File: src/rtl/error_sum_serializer.sv
// Snapshots the accumulator error sums on iStart and streams them out as a valid/ready byte frame.
// Optional trailing checksum byte when ERROR_SUM_CHECKSUM_EN is defined.
module error_sum_serializer #(
  parameter int          NUM_OUTPUTS = 8,
  parameter int          SUM_WIDTH   = 32,
  parameter logic [7:0]  HEADER_BYTE = 8'hA5
) (
  input  logic                                  iClock,
  input  logic                                  iReset,
  input  logic                                  iStart,
  input  logic [NUM_OUTPUTS-1:0][SUM_WIDTH-1:0] iErrorSums,
  input  logic                                  iByteReady,
  output logic [7:0]                            oByte,
  output logic                                  oByteValid,
  output logic                                  oBusy,
  output logic                                  oDone
);

  // state  | meaning
  // IDLE   | waiting for iStart; oDone pulses here for one cycle after a frame
  // HEADER | presenting HEADER_BYTE
  // DATA   | presenting snapshot byte byteIdx (sum 0 first, little-endian)
  // CHECK  | presenting the modulo-256 sum of all DATA bytes (checksum build only)

  localparam int NUM_BYTES = NUM_OUTPUTS * SUM_WIDTH / 8;
  localparam int IDX_W     = (NUM_BYTES > 1) ? $clog2(NUM_BYTES) : 1;
  localparam logic [IDX_W-1:0] LAST_IDX = IDX_W'(NUM_BYTES - 1);

  typedef enum logic [1:0] {
    IDLE   = 2'd0,
    HEADER = 2'd1,
    DATA   = 2'd2
`ifdef ERROR_SUM_CHECKSUM_EN
    ,
    CHECK  = 2'd3
`endif
  } state_t;

  state_t                        state;
  logic [NUM_BYTES-1:0][7:0]     snapshot;
  logic [IDX_W-1:0]              byteIdx;
  logic [IDX_W-1:0]              nextIdx;
`ifdef ERROR_SUM_CHECKSUM_EN
  logic [7:0]                    checksum;
`endif

  assign nextIdx = byteIdx + IDX_W'(1);

  always_ff @(posedge iClock) begin
    if (iReset) begin
      state      <= IDLE;
      snapshot   <= '0;
      byteIdx    <= '0;
      oByte      <= '0;
      oByteValid <= 1'b0;
      oBusy      <= 1'b0;
      oDone      <= 1'b0;
`ifdef ERROR_SUM_CHECKSUM_EN
      checksum   <= '0;
`endif
    end else begin
      oDone <= 1'b0;
      case (state)
        IDLE: begin
          if (iStart) begin
            snapshot   <= iErrorSums;
            byteIdx    <= '0;
            oByte      <= HEADER_BYTE;
            oByteValid <= 1'b1;
            oBusy      <= 1'b1;
            state      <= HEADER;
`ifdef ERROR_SUM_CHECKSUM_EN
            checksum   <= '0;
`endif
          end
        end
        HEADER: begin
          if (iByteReady) begin
            byteIdx <= '0;
            oByte   <= snapshot[0];
            state   <= DATA;
          end
        end
        DATA: begin
          if (iByteReady) begin
`ifdef ERROR_SUM_CHECKSUM_EN
            checksum <= checksum + oByte;
`endif
            if (byteIdx == LAST_IDX) begin
`ifdef ERROR_SUM_CHECKSUM_EN
              // The last data byte is still on oByte, so fold it in directly.
              oByte <= checksum + oByte;
              state <= CHECK;
`else
              oByte      <= '0;
              oByteValid <= 1'b0;
              oBusy      <= 1'b0;
              oDone      <= 1'b1;
              state      <= IDLE;
`endif
            end else begin
              byteIdx <= nextIdx;
              oByte   <= snapshot[nextIdx];
            end
          end
        end
`ifdef ERROR_SUM_CHECKSUM_EN
        CHECK: begin
          if (iByteReady) begin
            oByte      <= '0;
            oByteValid <= 1'b0;
            oBusy      <= 1'b0;
            oDone      <= 1'b1;
            state      <= IDLE;
          end
        end
`endif
        default: state <= IDLE;
      endcase
    end
  end

endmodule

File: config.mk
export PLATFORM = sky130hd
export DESIGN_NAME = error_sum_serializer
export DESIGN_NICKNAME = d
export VERILOG_FILES = /design/src/rtl/error_sum_serializer.sv
export SDC_FILE = /design/constraint.sdc
export NUM_CORES = 1
export LEC_CHECK = 0
export ABC_AREA = 1
export CELL_PAD_IN_SITES_DETAIL_PLACEMENT = 2
export CELL_PAD_IN_SITES_GLOBAL_PLACEMENT = 2
export CORE_ASPECT_RATIO = 1.4
export CORE_UTILIZATION = 28
export CTS_BUF_LIST = sky130_fd_sc_hd__clkbuf_4 sky130_fd_sc_hd__clkbuf_8 sky130_fd_sc_hd__clkbuf_16
export DETAILED_ROUTE_END_ITERATION = 8
export PLACE_DENSITY = 0.86
export RECOVER_POWER = 100
export SKIP_CTS_REPAIR_TIMING = 1
export SYNTH_ARGS = -nofsm -noshare
export SYNTH_HDL_FRONTEND = slang
export SYNTH_SLANG_ARGS = --single-unit
File: constraint.sdc
create_clock -name iClock -period 2.35 [get_ports iClock]
set_input_delay 0.47 -clock iClock [delete_from_list [all_inputs] [get_ports iClock]]
set_output_delay 0.47 -clock iClock [all_outputs]
set_load 0.02 [all_outputs]
======== After elaboration in Yosys (flattened, before gate mapping) ========
Cells that the tools add are included.
Widths: inputs -> output; s select.
word-level totals
  register bits after elaboration ......... 273
  logic and storage cells ................. 80
operators by class
  add/sub/neg operators ................... 1
  magnitude comparators ................... 1
  equal/unequal tests ..................... 8
  mux-type cells .......................... 22
  bitwise logic cells ..................... 2
  reduce and logical (&&, ||, !) cells .... 9
operator list
  kind                 count
  $bmux 8 s5           1
  $mux 8               5
  $pmux 8 s3           1
  $mux 5               4
  $pmux 5 s3           1
  $reduce_and 4->1     3
  $ne 2x2->1 const B   5
  $mux 2               4
  $lt 5x6->1 const B   1
  $pmux 2 s3           1
  $add 5x1->5 const B  1
  $eq 5x5->1 const B   1
  $reduce_and 5->1     1
  $mux 1               4
  $reduce_bool 3->1    1
  $reduce_or 3->1      1
  $eq 2x1->1 const B   1
  $eq 2x2->1 const B   1
  $logic_not 2->1      1
  $not 1->1            2
  $pmux 1 s2           1
  $reduce_and 2->1     1
  $reduce_bool 2->1    1

======== Longest topological paths before layout ========
Gate-level depths: netlist of run 1.
  depth in word-level cells ............... 6
  depth in mapped cells ................... 13

======== Least setup slack after synthesis of run 1 ========
Ideal clock, no wire load.
  path kind ............................... register to register
  from .................................... register byteIdx[0]
  to ...................................... register oByte[3]
  library setup time ...................... 0.068 ns
  arrival time ............................ 2.019 ns
  data required time ...................... 2.282 ns
  setup slack ............................. 0.263 ns
  stages on the path, launching flop included .. 13
  path buffers ............................ 2
  cell sequence ........................... dfxtp_1 ha_1 and3_1 ha_1 clkbuf_1 inv_1 clkbuf_1 nand3_1 nand3_1 nand3_1 nand2_1 nand2_1 a21oi_2
on the way
  longest elaborated chain between the ends .. 6
  elaborated cells on any way between the ends .. 7
  classes of those cells .................. 1 x add/sub; 1 x eq/ne; 5 x mux
ends and longest elaborated chain
  what                          RTL line  RTL
  from (decl)                   41        logic [IDX_W-1:0] byteIdx;
  from (signal assigned)        102       byteIdx <= nextIdx;
  $add 5x1->5                   47        assign nextIdx = byteIdx + IDX_W'(1);
  $bmux 8 s5                    103       oByte <= snapshot[nextIdx];
  $mux 8 (implied by the code)  103
  $mux 8 *                      89        if (byteIdx == LAST_IDX) begin
  $mux 8 *                      85        if (iByteReady) begin
  $pmux 8 s3 *                  63        case (state)
  to (signal assigned)          80        oByte <= snapshot[0];
  to (signal assigned)          103
  to (decl)                     13        output logic [7:0] oByte,
Mark *: on every way between the ends. The rest lies on a longest branch, timed or not. The select of a mux whose other input is x is not followed.
A chain may end at the register's enable or synchronous reset.

======== Final worst setup path of run 1 ========
  from .................................... register byteIdx[0]
  to ...................................... register oByte[0]
Same word-level chain as after synthesis.

==> insert_results.sql, run 1 <==
INSERT INTO impl_metrics (metric_group, metric, value, unit) VALUES
('critical_path', 'worstPathArrival', '2.70', 'ns'),
('clock_network', 'clock-sinks', '273', ''),
('pwr', 'fin_total_pwr', '17.2', 'mW'),
('yosys', 'synth_cells', '1723', ''),
('placed_design', 'place.detailed.hpwl', '36600', 'um'),
('timing', 'fmax', '0.446', 'GHz'),
('clock_network', 'cts.htree.levels', '1', ''),
('critical_path', 'worstSetupEndpointType', 'register', ''),
('cells_and_area', 'layout-area-overhead-vs-synth', '36.8', '%'),
('pwr', 'power.share.sequential', '0.377', ''),
('hold_path', 'worstHoldPathType', 'register to register', ''),
('clock_network', 'clk_pin_slew', '0.06', 'ns'),
('clock_network', 'tritoncts', 'done', ''),
('timing', 'setup-tns-final', '0', 'ns'),
('pwr', 'power.switching', '6.23', 'mW'),
('clock_network', 'cts_buffer_depth', '3', ''),
('timing', 'period_needed', '2.24', 'ns'),
('pwr', 'largest_voltage_drop_on_the_vdd_net', '0.000504', 'V'),
('timing', 'post-route-period-util', '0.955', ''),
('floorplan', 'num_rows', '89', ''),
('yosys', 'postSynthRegisterBits', '273', ''),
('cells_and_area', 'drive_above_1_share', '0.0538', ''),
('route', 'firstDrtPassIters', '5', ''),
('yosys', 'synth_compound_area_frac', '0.225', ''),
('route', 'avg_vias_per_cell', '5.06', ''),
('critical_path', 'setup.worst_path.start_class', 'register', ''),
('route', 'route.antenna.remaining_nets', '0', ''),
('critical_path', 'worst-path-max-fanout', '35', ''),
('clock_network', 'cts_made_buffers', '29', ''),
('pwr', 'power_share_of_the_combinational_group', '0.327', ''),
('cells_and_area', 'final_cell_area', '16500', 'sq um'),
('timing', 'final-hold-violation-count', '0', ''),
('yosys', 'synthesized_area', '12000', 'sq um'),
('yosys', 'synth.net_count', '1990', ''),
('floorplan', 'die_h', '247', 'um'),
('yosys', 'synth_top_area_cell', 'sky130_fd_sc_hd__dfxtp_1', ''),
('pwr', 'pwr_per_cell_area', '1050', 'nW/um^2'),
('critical_path', 'critPathRequiredTime', '2.80', 'ns'),
('global_routing', 'number_of_antenna_violations_at_the_first_check_in_global_routing', '2', ''),
('yosys', 'muxShareOfSynthArea', '0', ''),
('yosys', 'synth-xor-area-share', '0.00374', ''),
('pwr', 'switching_share', '0.361', ''),
('cells_and_area', 'layout.cells.most_common', 'sky130_fd_sc_hd__o21ai_0', ''),
('cells_and_area', 'fin_cells', '2499', ''),
('yosys', 'dominant_combinational_cell_family_by_area_after_synthesis', 'compound AO/OA/AOI/OAI gates', ''),
('timing', 'rsz0062_at_grt', 'false', ''),
('floorplan', 'floorplan.core_area', '42300', 'sq um'),
('global_routing', 'overflow', '0', ''),
('floorplan', 'floorplan.initialDensity', '0.284', ''),
('timing', 'whs', '0.455', 'ns'),
('placed_design', 'count_of_input_and_output_buffers', '270', ''),
('floorplan', 'design.die.area', '43800', 'sq um'),
('cells_and_area', 'finish.net_count', '2197', ''),
('floorplan', 'ios', '271', ''),
('yosys', 'simple_gate_fraction_of_synth_area', '0.217', ''),
('route', 'drc', '0', ''),
('clock_network', 'clock_latency', '0.56', 'ns'),
('yosys', 'post_synth_num_cell_types', '28', ''),
('yosys', 'syn_area_per_cell', '6.99', 'sq um'),
('timing', 'worst_pin_slew', '0.682', 'ns'),
('timing', 'skew', '0.0111', 'ns'),
('global_routing', 'grt.total_usage', '0.228', ''),
('run_status', 'outcome', 'finished, final reports clean', ''),
('yosys', 'synth_warnings', '0', ''),
('pwr', 'internal_power', '11.0', 'mW'),
('pwr', 'total_leakage_power', '6.42', 'nW'),
('global_routing', 'global_route_wire_length_before_repair', '77000', 'um'),
('global_routing', 'pin_count_of_the_biggest_net_entering_global_routing', '101', ''),
('global_routing', 'first_global_vias', '13959', ''),
('route', 'initial_detailed_routing_violation_count', '612', ''),
('route', 'routed-via-count', '12645', '');
[metal layers]
metal | global-route usage | routed length, um
met5 | 0 | 0
met4 | 0.113 | 2340
met3 | 0.0223 | 1550
met2 | 0.430 | 26700
met1 | 0.251 | 20000
[critical path, cell delays in order (launching register included)]
cell,delay (ns)
sky130_fd_sc_hd__dfxtp_4,0.38
sky130_fd_sc_hd__ha_4,0.36
sky130_fd_sc_hd__buf_4,0.41
sky130_fd_sc_hd__a21oi_1,0.12
sky130_fd_sc_hd__o21ai_0,0.14
sky130_fd_sc_hd__nand3_1,0.20
sky130_fd_sc_hd__nand3_1,0.16
sky130_fd_sc_hd__nand3_1,0.10
sky130_fd_sc_hd__nand3_1,0.14
sky130_fd_sc_hd__a21oi_1,0.08
[synth_stat cells, drive strengths merged]
cell type    n
nor3         4
clkbuf     108
xor2         2
o221ai       4
xnor2        1
dfxtp      273
inv        146
nand3      162
or2          1
nor2       273
nand2      192
a21oi      177
clkinv       4
o21ai      306
buf         29
ha           7
a31oi        1
and3         1
o211ai      32
[power by group through the flow]
stage	Combinational [mW]	Sequential, mW	Clock [mW]
floorplan	3.49	6.39	0
global placement	5.30	6.47	0
detailed placement	5.63	6.58	0
CTS	5.75	6.50	5.21
global route	6.28	6.61	5.39
finish	5.63	6.49	5.11
[flip-flops by register name, indices dropped and copies added (netlist names)]
signal and cells:
snapshot 256, oByte 8, byteIdx 5, state 2
oBusy 1, oDone 1
[through the flow]
stage	setup slack, ns	utilization
after floorplan	0.263	-
after global placement	0.143	0.364
after global routing	0.0141	0.389
final	0.106	0.389
after detailed placement	-0.0376	0.364
after CTS	-0.0170	0.389
[worst paths after layout]
path	start	end	slack [ns]	cells after the start
hold / removal	snapshot[80]$_SDFFE_PP0P_	snapshot[80]$_SDFFE_PP0P_	0.46	2
setup reg to reg	byteIdx[0]$_SDFFE_PP0P_	oByte[0]$_SDFFE_PP0P_	0.11	9
setup / recovery	byteIdx[0]$_SDFFE_PP0P_	oByte[0]$_SDFFE_PP0P_	0.11	9
hold reg to reg	snapshot[80]$_SDFFE_PP0P_	snapshot[80]$_SDFFE_PP0P_	0.46	2
[cell families after synthesis]
logic type,after synthesis
AND/OR/NAND/NOR,633
XOR/XNOR,3
adder cells (fa/ha/maj),7
flip-flops,273
AO/OA/AOI/OAI,520
buffers and inverters,287
[layout make-up]
cell class / instances / area (sq um)
multi-input combinational: 1163 / 5500
fill: 4832 / 25900
clock inverter: 16 / 264
sequential: 273 / 5470
timing repair buffer: 313 / 3180
antenna: 2 / 5.00
inverter: 150 / 573
tap: 546 / 683
clock buffer: 36 / 791
Power figures use the tool's default switching activity.
==> inputs of run 2 (changes only) <==
--- a/config.mk
+++ b/config.mk
@@ -5,14 +5,14 @@
 export SDC_FILE = /design/constraint.sdc
 export NUM_CORES = 1
 export LEC_CHECK = 0
-export ABC_AREA = 1
+export ABC_AREA = 0
 export CELL_PAD_IN_SITES_DETAIL_PLACEMENT = 2
 export CELL_PAD_IN_SITES_GLOBAL_PLACEMENT = 2
 export CORE_ASPECT_RATIO = 1.4
-export CORE_UTILIZATION = 28
+export CORE_UTILIZATION = 29
 export CTS_BUF_LIST = sky130_fd_sc_hd__clkbuf_4 sky130_fd_sc_hd__clkbuf_8 sky130_fd_sc_hd__clkbuf_16
 export DETAILED_ROUTE_END_ITERATION = 8
-export PLACE_DENSITY = 0.86
+export PLACE_DENSITY = 0.84
 export RECOVER_POWER = 100
 export SKIP_CTS_REPAIR_TIMING = 1
 export SYNTH_ARGS = -nofsm -noshare
==> run 2 against run 1 <==
Compared with the run above:
- the run now ends with negative setup slack left
- register-to-register slack worse by 0.12 ns
- via count is 10% lower
- clock power is 5.3% lower
- synthesized cell count is 18% lower
- sequential share of layout area is 0.073 points higher
- worst hold slack worse by 0.11 ns
- total power is 8.3% lower
- non-clock buffer count is 13 higher
- final area is 0.22% lower
- fmax is 5.0% lower
- first-iteration DRC count is 15% lower
- synthesized area is 2.6% lower
- critical path type unchanged
- critical endpoint is now oByte[4]$_SDFFE_PP0P_
- largest power group unchanged
==> insert_results.sql, run 2 <==
INSERT INTO impl_metrics (metric_group, metric, value, unit) VALUES
('timing', 'setup_viol', '2', ''),
('clock_network', 'clk_root_buffer_cell', 'sky130_fd_sc_hd__clkbuf_16', ''),
('route', 'routedWlPerCell', '22.5', 'um'),
('timing', 'final-hold-violation-count', '0', ''),
('yosys', 'netlist.area_leader.share', '0.466', ''),
('cells_and_area', 'register_containing_the_most_flip_flops_in_the_final_layout', 'snapshot', ''),
('route', 'route.antenna.remaining_nets', '0', ''),
('route', 'route.final.wire_length', '49600', 'um'),
('timing', 'fmax', '0.423', 'GHz'),
('yosys', 'post_synth_main_area_contributors', 'sky130_fd_sc_hd__dfxtp_1 (47%), sky130_fd_sc_hd__nand2_1 (18%), sky130_fd_sc_hd__mux4_2 (12%)', ''),
('cells_and_area', 'drive_above_1_share', '0.113', ''),
('timing', 'finalMaxSlewViolations', '0', ''),
('floorplan', 'ios', '271', ''),
('hold_path', 'worstHoldStart', 'iReset', ''),
('floorplan', 'die_w', '172', 'um'),
('timing', 'post-route-period-util', '1.01', ''),
('yosys', 'syn_area_per_cell', '8.34', 'sq um'),
('cells_and_area', 'layout.cells.most_common', 'sky130_fd_sc_hd__nand2_1', ''),
('yosys', 'synthesized_area', '11700', 'sq um'),
('global_routing', 'overflow', '0', ''),
('yosys', 'postSynthRegisterBits', '273', ''),
('pwr', 'largest_voltage_drop_on_the_vdd_net', '0.000727', 'V'),
('clock_network', 'cts_buffer_depth', '3', ''),
('cells_and_area', 'largest_register_ff_count', '256', ''),
('clock_network', 'clk_pin_slew', '0.06', 'ns'),
('route', 'initial_detailed_routing_violation_count', '523', ''),
('yosys', 'synth_top_area_cell', 'sky130_fd_sc_hd__dfxtp_1', ''),
('yosys', 'synth_warnings', '0', ''),
('placed_design', 'count_of_input_and_output_buffers', '270', ''),
('clock_network', 'cts_made_buffers', '29', ''),
('run_status', 'violations_in_the_final_reports', 'negative setup slack', ''),
('critical_path', 'worst-r2r-setup-slack', '-0.01', 'ns'),
('floorplan', 'design.die.area', '41200', 'sq um'),
('route', 'avg_vias_per_cell', '5.13', ''),
('timing', 'period_needed', '2.36', 'ns'),
('route', 'routed-via-count', '11318', ''),
('run', 'drv.max_cap_violation_count', '0', ''),
('yosys', 'post_synth_num_cell_types', '46', ''),
('yosys', 'synth_cells', '1405', ''),
('yosys', 'async_reset_ff_frac', '0', ''),
('route', 'firstDrtPassIters', '5', ''),
('timing', 'worst_pin_slew', '0.654', 'ns'),
('cells_and_area', 'final_cell_area', '16400', 'sq um'),
('hold_path', 'timing.hold.worst_path_depth', '2', ''),
('critical_path', 'worstSetupEndpointType', 'register', ''),
('route', 'drc', '0', ''),
('clock_network', 'cts.htree.levels', '1', ''),
('yosys', 'yosys.cell_count.top_type', 'sky130_fd_sc_hd__nand2_1', ''),
('yosys', 'synth.cells.most_frequent', 'sky130_fd_sc_hd__nand2_1 (549), sky130_fd_sc_hd__dfxtp_1 (273), sky130_fd_sc_hd__a21oi_1 (269), sky130_fd_sc_hd__clkbuf_1 (91), sky130_fd_sc_hd__mux4_2 (61)', ''),
('timing', 'final_critical_path_setup_slack', '-0.0130', 'ns'),
('floorplan', 'floorplan.initialDensity', '0.296', ''),
('clock_network', 'clock-sinks', '273', ''),
('placed_design', 'place.detailed.hpwl', '36500', 'um'),
('floorplan', 'floorplan.core_area', '39600', 'sq um'),
('critical_path', 'critical_path.reg2reg.endpoint', 'oByte[4]$_SDFFE_PP0P_', ''),
('global_routing', 'global_route_wire_length_before_repair', '73200', 'um'),
('yosys', 'synth.net_count', '1672', ''),
('floorplan', 'die_h', '240', 'um'),
('pwr', 'pwr_per_cell_area', '961', 'nW/um^2'),
('critical_path', 'worst-path-max-fanout', '22', ''),
('critical_path', 'worstPathArrival', '2.83', 'ns'),
('global_routing', 'number_of_antenna_violations_at_the_first_check_in_global_routing', '8', ''),
('placed_design', 'globalplace.congestion', '0.855', ''),
('floorplan', 'num_rows', '86', ''),
('cells_and_area', 'finish.net_count', '1914', ''),
('clock_network', 'tritoncts', 'done', ''),
('global_routing', 'grt.total_usage', '0.238', ''),
('yosys', 'dominantRegCellSynth', 'sky130_fd_sc_hd__dfxtp_1', ''),
('cells_and_area', 'layout-area-overhead-vs-synth', '40.1', '%'),
('global_routing', 'first_global_vias', '12663', ''),
('yosys', 'synth_enable_flop_cells', '0', ''),
('yosys', 'synth.yosys.seq_area_share', '0.466', ''),
('critical_path', 'worst-setup-path-type', 'register to register', ''),
('hold_path', 'worstHoldEndpoint', 'snapshot[64]$_SDFFE_PP0P_', ''),
('cells_and_area', 'layout.cells.most_common_list', 'sky130_fd_sc_hd__nand2_1 (548), sky130_fd_sc_hd__dfxtp_1 (271), sky130_fd_sc_hd__a21oi_1 (269), sky130_fd_sc_hd__clkdlybuf4s50_1 (269), sky130_fd_sc_hd__mux4_2 (61)', ''),
('run_status', 'outcome', 'finished with violations', ''),
('placed_design', 'post_dp_cell_area', '15300', 'sq um'),
('global_routing', 'pin_count_of_the_biggest_net_entering_global_routing', '107', ''),
('timing', 'rsz0062_at_grt', 'true', ''),
('timing', 'timing.slew.headroom', '0.564', ''),
('timing', 'whs', '0.345', 'ns'),
('critical_path', 'setup.worst_path.start_class', 'register', ''),
('critical_path', 'critPathRequiredTime', '2.81', 'ns'),
('critical_path', 'worstReg2RegStart', 'byteIdx[0]$_SDFFE_PP0P_', ''),
('cells_and_area', 'largestRegisters', 'snapshot (256), oByte (8), byteIdx (5)', ''),
('critical_path', 'r2r.worst_path.cells', '7', ''),
('pwr', 'total_leakage_power', '5.89', 'nW'),
('hold_path', 'worstHoldPathType', 'input port to register', ''),
('clock_network', 'clock_latency', '0.59', 'ns'),
('timing', 'skew', '0.0201', 'ns');
-- run 2: changes by cell type after synthesis, sizes merged, moves of 31 or more --
cell    before  now
nand2      192  549
a21oi      177  269
nand3      162   10
nor2       273   16
inv        146    5
o211ai      32    1
o21ai      306    1
mux4         0   61
-- run 2: layer usage --
metal	track usage	vias up	wire (um)
li1	-	5243	-
met1	0.259	5665	18600
met2	0.445	306	26600
met3	0.0288	104	1870
met4	0.125	0	2480
met5	0	-	0
-- run 2: where the power goes --
group          switching, mW  internal, mW
Sequential             0.581          5.40
Clock                   2.02          2.82
Combinational           2.87          2.09
Total                   5.47          10.3
-- run 2: per-stage QoR --
stage	worst slack, ns	cells	TNS (ns)	util	power [mW]
detailed placement	0.00728	2141	0	0.387	10.9
CTS	-0.0194	2195	-0.0324	0.412	15.9
global route	-0.0475	2206	-0.124	0.415	16.5
global placement	0.0690	2141	0	0.387	10.7
finish	-0.0130	2208	-0.0192	0.415	15.8
floorplan	0.00635	1405	0	-	8.60
-- run 2: worst max-delay path, stage by stage, from the launching register on --
cell,delay [ns]
sky130_fd_sc_hd__dfxtp_4,0.38
sky130_fd_sc_hd__ha_4,0.33
sky130_fd_sc_hd__buf_12,0.20
sky130_fd_sc_hd__mux4_2,0.33
sky130_fd_sc_hd__mux2i_1,0.36
sky130_fd_sc_hd__mux2_2,0.25
sky130_fd_sc_hd__o22ai_1,0.08
sky130_fd_sc_hd__a211o_1,0.29
-- run 2: cell families after synthesis --
logic type,after synthesis,synth area share
xor+xnor,4,0.00363
fa+ha+maj,7,0.00747
flops,273,0.466
mux,83,0.136
simple gates,610,0.204
buf+inv,120,0.0419
compound gates,308,0.141
-- run 2: area by class of cell --
type	instances	area (sq um)
Sequential cell	273	5470
Multi-Input combinational cell	1012	5840
Clock inverter	13	168
Inverter	5	18.8
Clock buffer	41	835
Timing Repair Buffer	326	3410
Fill cell	4343	23200
Antenna cell	10	25.0
Tap cell	528	661
-- run 2: how the worst max path moves through the flow --
stage	from	end	slack [ns]	depth (start not counted)
6_report	byteIdx[0]$_SDFFE_PP0P_	oByte[4]$_SDFFE_PP0P_	-0.01	7
5_1_grt	byteIdx[0]$_SDFFE_PP0P_	oByte[4]$_SDFFE_PP0P_	-0.05	7
4_1_cts	byteIdx[0]$_SDFFE_PP0P_	oByte[4]$_SDFFE_PP0P_	-0.02	6
3_5_place_dp	byteIdx[2]$_SDFFE_PP0P_	oByte[3]$_SDFFE_PP0P_	0.007	6
3_3_place_gp	byteIdx[0]$_SDFFE_PP0P_	oByte[6]$_SDFFE_PP0P_	0.07	6
2_1_floorplan	byteIdx[0]$_SDFFE_PP0P_	oByte[4]$_SDFFE_PP0P_	0.006	8
